File: src/rtl/fetch_unit.sv
// Instruction-fetch stage: owns the PC, drives the instruction memory, aligns its
// one-cycle read latency and applies static branch prediction (JAL, backward B-type).
module fetch_unit #(
    parameter logic [31:0] RESET_PC   = 32'h0000_0000,
    parameter bit          PREDICT_EN = 1'b1
) (
    input  logic        clk,
    input  logic        rst,
    input  logic        stall,
    input  logic        redirect,
    input  logic [31:0] redirect_pc,
    output logic [31:0] imem_addr,
    output logic [31:0] imem_addrpred,
    output logic        imem_renable,
    output logic        imem_pause,
    input  logic [31:0] imem_rdata,
    input  logic [31:0] imem_rdata_pred,
    output logic [31:0] if_instr,
    output logic [31:0] if_pc,
    output logic        if_valid,
    output logic        if_pred_taken,
    output logic [31:0] if_pred_target
);

    localparam logic [31:0] NOP_INSTR   = 32'h0000_0013;
    localparam logic [6:0]  OPCODE_JAL  = 7'b1101111;
    localparam logic [6:0]  OPCODE_BRCH = 7'b1100011;
    localparam logic [31:0] WORD_MASK   = 32'hFFFF_FFFC;

    logic [31:0] pc_reg;
    logic [31:0] pc_next;
    logic [31:0] pc_d_reg;
    logic        valid_d_reg;
    logic        pred_taken_d_reg;
    logic [31:0] pred_target_d_reg;

    logic [6:0]  opcode;
    logic [31:0] imm_j;
    logic [31:0] imm_b;
    logic        is_jal;
    logic        is_bwd_branch;
    logic        pred_taken;
    logic [31:0] pred_target;

    // Predecode the word at the current PC, which the memory returns combinationally.
    always_comb begin
        opcode        = imem_rdata_pred[6:0];
        imm_j         = {{12{imem_rdata_pred[31]}}, imem_rdata_pred[19:12], imem_rdata_pred[20],
                         imem_rdata_pred[30:21], 1'b0};
        imm_b         = {{20{imem_rdata_pred[31]}}, imem_rdata_pred[7], imem_rdata_pred[30:25],
                         imem_rdata_pred[11:8], 1'b0};
        is_jal        = (opcode == OPCODE_JAL);
        is_bwd_branch = (opcode == OPCODE_BRCH) && imem_rdata_pred[31];
        pred_taken    = PREDICT_EN && (is_jal || is_bwd_branch);
        pred_target   = (pc_reg + 32'd4) & WORD_MASK;
        if (pred_taken) begin
            pred_target = (pc_reg + (is_jal ? imm_j : imm_b)) & WORD_MASK;
        end
    end

    always_comb begin
        pc_next = pred_target;
        if (redirect) begin
            pc_next = redirect_pc & WORD_MASK;
        end else if (stall) begin
            pc_next = pc_reg;
        end
    end

    always_ff @(posedge clk or posedge rst) begin
        if (rst) begin
            pc_reg            <= RESET_PC;
            pc_d_reg          <= 32'd0;
            valid_d_reg       <= 1'b0;
            pred_taken_d_reg  <= 1'b0;
            pred_target_d_reg <= 32'd0;
        end else begin
            pc_reg <= pc_next;
            if (!stall) begin
                pc_d_reg          <= pc_reg;
                pred_taken_d_reg  <= pred_taken;
                pred_target_d_reg <= pred_target;
            end
            // A redirect kills the word in flight even while the pipe is held.
            if (redirect) begin
                valid_d_reg <= 1'b0;
            end else if (!stall) begin
                valid_d_reg <= 1'b1;
            end
        end
    end

    assign imem_addr      = pc_reg;
    assign imem_addrpred  = pc_reg;
    assign imem_renable   = ~rst;
    assign imem_pause     = stall;

    assign if_pc          = pc_d_reg;
    assign if_valid       = valid_d_reg;
    assign if_pred_taken  = pred_taken_d_reg & valid_d_reg;
    assign if_pred_target = pred_target_d_reg;
    assign if_instr       = valid_d_reg ? imem_rdata : NOP_INSTR;

endmodule

File: config.mk
export PLATFORM = sky130hd
export DESIGN_NAME = fetch_unit
export DESIGN_NICKNAME = d
export VERILOG_FILES = /design/src/rtl/fetch_unit.sv
export SDC_FILE = /design/constraint.sdc
export NUM_CORES = 1
export LEC_CHECK = 0
export ABC_AREA = 1
export ABC_CLOCK_PERIOD_IN_PS = 3800
export CAP_MARGIN = 30
export CORE_MARGIN = 2
export CORE_UTILIZATION = 25
export CTS_CLUSTER_SIZE = 16
export DETAILED_ROUTE_END_ITERATION = 6
export GPL_ROUTABILITY_DRIVEN = 0
export GPL_TIMING_DRIVEN = 0
export PLACE_DENSITY = 0.55
export SLEW_MARGIN = 40
export SYNTH_ARGS = -nofsm -noshare
export SYNTH_HDL_FRONTEND = slang
export SYNTH_SLANG_ARGS = --single-unit
File: constraint.sdc
create_clock -name clk -period 3.8 [get_ports clk]
set_input_delay 0.95 -clock clk [delete_from_list [all_inputs] [get_ports clk]]
set_output_delay 0.95 -clock clk [all_outputs]
set_load 0.05 [all_outputs]
Word-level counts from Yosys, hierarchy flattened
Index checks and enable logic that the tools add are counted.
{"block": "totals", "register_bits": 98, "wordCells": 21, "output_inout_bits": 164, "inputBits": 100}
{"block": "classes", "eq_ne": 3, "bitwise": 2, "reduce_logical": 2, "n_mux": 7, "add_sub_neg": 2}
{"cell": "32-bit two-way mux", "count": 4}
{"cell": "32-bit by 3-bit adder with 32-bit output, second input constant", "count": 1}
{"cell": "32-bit adder", "count": 1}
{"cell": "20-bit two-way mux", "count": 1}
{"cell": "7-bit == test, second input constant", "count": 2}
{"cell": "1-bit two-way mux", "count": 2}
{"cell": "2-bit by 1-bit inequality test with 1-bit output, second input constant", "count": 1}
{"cell": "1-bit AND", "count": 1}
{"cell": "1-bit logical AND", "count": 1}
{"cell": "1-bit logical OR", "count": 1}
{"cell": "1-bit inverter", "count": 1}

Logic depth before layout (Yosys ltp)
{"block": "depth", "ltp_word": 6, "depth_mapped": 24, "ltp_nobuf": 22}

Worst setup path after synthesis
OpenSTA, ideal clock, no wires.
{"block": "synth_path", "kind": "input to output", "from": "in rst", "to": "out imem_renable", "path_slack_ns": -0.278, "required_ns": 2.850, "path_buffers": 0, "arrival_time_ns": 3.128, "path_stages": 1, "path_cell_list": "inv_1"}
{"block": "synth_between", "elab_chain_cells": 1}
{"item": "from (decl)", "line_no": "8", "text": "input logic rst,"}
{"item": "1-bit inverter", "line_no": "95", "text": "assign imem_renable = ~rst;"}
{"item": "to (decl)", "line_no": "14", "text": "output logic imem_renable,"}
No other way between the ends.

Worst setup path in the final report
{"block": "layout_path", "from": "in imem_rdata_pred[3]", "to": "reg pc_reg[18] (netlist: imem_addr[18])"}
{"block": "layout_between", "elab_chain_cells": 6, "elab_cells_between_ends": 9}
{"item": "from (decl)", "line_no": "17", "text": "input logic [31:0] imem_rdata_pred,"}
{"item": "7-bit == test, on equally long branches", "line_no": "52, 53"}
{"item": "20-bit two-way mux or 1-bit logical AND (tied branches)", "line_no": "57, 53"}
{"item": "32-bit adder or 1-bit logical OR (tied branches)", "line_no": "57, 54"}
{"item": "32-bit two-way mux (*)", "line_no": "56", "text": "if (pred_taken) begin"}
{"item": "32-bit two-way mux (*)", "line_no": "65", "text": "end else if (stall) begin"}
{"item": "32-bit two-way mux (*)", "line_no": "63", "text": "if (redirect) begin"}
{"item": "to (signal assigned)", "line_no": "78", "text": "pc_reg <= pc_next;"}
{"item": "to (decl)", "line_no": "30", "text": "logic [31:0] pc_reg;"}
Mark *: on every way between the ends. The rest lies on a longest branch, timed or not. The select of a mux whose other input is x is not followed.
A chain may end at the register's enable or synchronous reset.

==> out/metrics.cfg <==
[route]
drc=0
routed_wl_um=22600
final_antenna_net_count=0
initialDrtViolationCount=367
num_vias=6421
wl_per_cell_um=15.6
first_pass_iters=7
viasPerCell=4.42

[clock_network]
clock_sinks=92
cts-htree-levels=3
clockBufferDepth=2
numCtsBuffers=9
cts_hold_buf=0
cts_tree=yes
clk-insertion-delay-late_ns=0.36
cts-root-buf=clkbuf_16
clk_pin_slew_ns=0.07

[power_and_ir_drop]
ir_drop_v=0.000192
p_leak_nw=4.80
power_density_nw_per_um2=396
fin_total_pwr_mw=3.89

[logic_synthesis]
synth_area_leaders=dfrtp_1, nand2_1, inv_1
ys_types=40
yosysWarningCount=0
ys_seq_elements=92
synth_top_area_share_pct=37.6
async_reset_ff_share_pct=100
synthTopCellsByCount=nand2_1, inv_1, dfrtp_1
syn_area_per_cell_sq_um=7.32
synth_area_sq_um=6120
synth-edff-count=0
synth.most_common_cell=nand2_1
yosysTopAreaCell=dfrtp_1
synth_flop_cell=dfrtp_1
synth-seq-area-share_pct=37.6
syn_inst=836

[finish]
final_cells=1453
area_delta_synth_final_pct=60.4
fin_util_pct=40.6
drive_gt1_share_pct=15.2
finish.instance_area_sq_um=9810
fin_nets=1242

[setup_path]
crit_chain=clkdlybuf4s50_1 > nand2_2 > nor2_4 > nand2_4 > buf_12 > nand2_8 > clkinvlp_4 > nor2_1 > ha_1 > a21o_1 > nor2_1 > nand2_2 > inv_1 > o21ai_2 > buf_4 > o21ai_0 > o221ai_1
reg2reg_depth=17
startpoint=imem_rdata_pred[3]
slowest_stage=clkdlybuf4s50_1
reg2reg_slack_ns=1.37
cp_top_family=buffers and inverters
max_stage_delay_ns=0.51
cp_max_fo=7
cp_num_buf_inv=5
cp-endpoint=imem_addr[18]
end_kind=flop
start_kind=input port
critPathArrivalTime_ns=3.83
crit_cells=17
r2r-start=imem_addr[2]
timing.rr.end=imem_addr[30]
crit_type=input port to flop
critical_path_required_ns=4.00

[placed_design]
port_buffers=250
place_area_sq_um=9150
place_ws_ns=-0.872
dp_hpwl_um=17500
dpl.cell_count=1421

[grt]
grt_pass1_wl_um=35200
grt_use_total_pct=17.4
antenna_found_initial=1
grt_max_degree=26
grt_overflow=0
grt_pass1_vias=6380

[sta]
worst_slew_pin_slew_ns=0.814
hold_viol=0
max_freq_mhz=276
setup_slack_ns=0.174
timing.hold.ws_ns=0.480
drv_slew=0
setup_violations=0
fin_setup_tns_ns=0
period_needed_ns=3.63
rsz0062_at_grt=true
slew_headroom_pct=45.8
skew_ns=0.0120
min_period_over_period_pct=95.4

[floorplan]
chipHeight_um=160
rows=57
die_w_um=160
pin_count=264
core_area_sq_um=24200
design.die.area_sq_um=25700
initial_core_util_pct=25.3

[run]
drv_cap=0

[run_status]
status=completed

[worst_hold_path]
whs_path_depth=2
min_path_type=flop to flop

[worst min path at each step]
stage / to / start / slack, ns
final: if_pred_target[5] / if_pred_target[5] / 0.48
after global routing: if_pred_target[9] / if_pred_target[9] / 0.50
after CTS: if_pred_target[5] / if_pred_target[5] / 0.48
after detailed placement: if_pred_target[2] / if_pred_target[2] / 0.47
after global placement: if_pred_target[13] / if_pred_target[13] / 0.46
after floorplan: pred_taken_d_reg / pred_taken_d_reg / 0.45
[area by class of cell]
cell class / instances / area (sq um)
clock buffer: 11 / 243
clock inverter: 5 / 108
sequential: 92 / 2300
timing repair buffer: 270 / 2730
multi-input combinational: 567 / 3160
inverter: 114 / 435
buffer: 69 / 429
tap: 324 / 405
fill: 2452 / 14400
antenna: 1 / 2.50
[cell usage in the layout (no fill, tap or decap), drive strengths merged]
| cell | n |
|---|---|
| nand4 | 7 |
| inv | 112 |
| dlymetal6s2s | 1 |
| o21bai | 10 |
| o221ai | 18 |
| clkdlybuf4s50 | 248 |
| fa | 1 |
| buf | 64 |
| o21ai | 72 |
| clkinvlp | 2 |
| o41ai | 8 |
| a21o | 2 |
| nor2 | 39 |
| nor3 | 1 |
| conb | 8 |
| nand3 | 53 |
| diode | 1 |
| dfrtp | 92 |
| o311ai | 1 |
| nand2 | 277 |
| a21oi | 37 |
| dlygate4sd2 | 1 |
| bufinv | 3 |
| or2 | 4 |
| ha | 18 |
| clkbuf | 36 |
| a31o | 1 |
| xor2 | 4 |
| clkinv | 2 |
| xnor2 | 2 |
| mux2 | 3 |
| o21a | 1 |
[kinds of logic (layout without fill, tap and decap cells)]
| group | Yosys count | in the layout | synth area share (%) |
|---|---|---|---|
| adder cells (fa/ha/maj) | 19 | 19 | 4.01 |
| AND/OR/NAND/NOR | 381 | 381 | 28.1 |
| other | 1 | 9 | 0.0613 |
| AO/OA/AOI/OAI | 150 | 150 | 14.7 |
| flip-flops | 92 | 92 | 37.6 |
| XOR/XNOR | 6 | 6 | 0.859 |
| multiplexers | 3 | 3 | 0.552 |
| buffers and inverters | 184 | 469 | 14.1 |
[metal layers]
| layer | global-route usage, % | wire, um |
|---|---|---|
| met2 | 28.3 | 10400 |
| met3 | 3.74 | 1430 |
| met4 | 5.12 | 355 |
| met1 | 23.3 | 10400 |
| met5 | 0 | 0 |
[power by group]
part	switching [mW]	leakage [nW]	internal [mW]
Clock	0.419	0.170	0.666
Combinational	1.03	3.49	0.562
Sequential	0.111	1.14	1.10
[worst reg2reg max path: cells and delay by family (launching register included)]
kind | cells | cell delay (ns)
AO/OA/AOI/OAI | 1 | 0.18
adder cells (fa/ha/maj) | 2 | 0.58
buffers and inverters | 3 | 0.21
flip-flops | 1 | 0.43
AND/OR/NAND/NOR | 11 | 0.92
[what timing repair did]
item | CTS | global route
setup buffers | 4 | 12
resized for setup | 12 | 39
pin swaps | 3 | 14
endpoints found under the setup margin | 40 | 36
(Power assumes the default switching activity.)
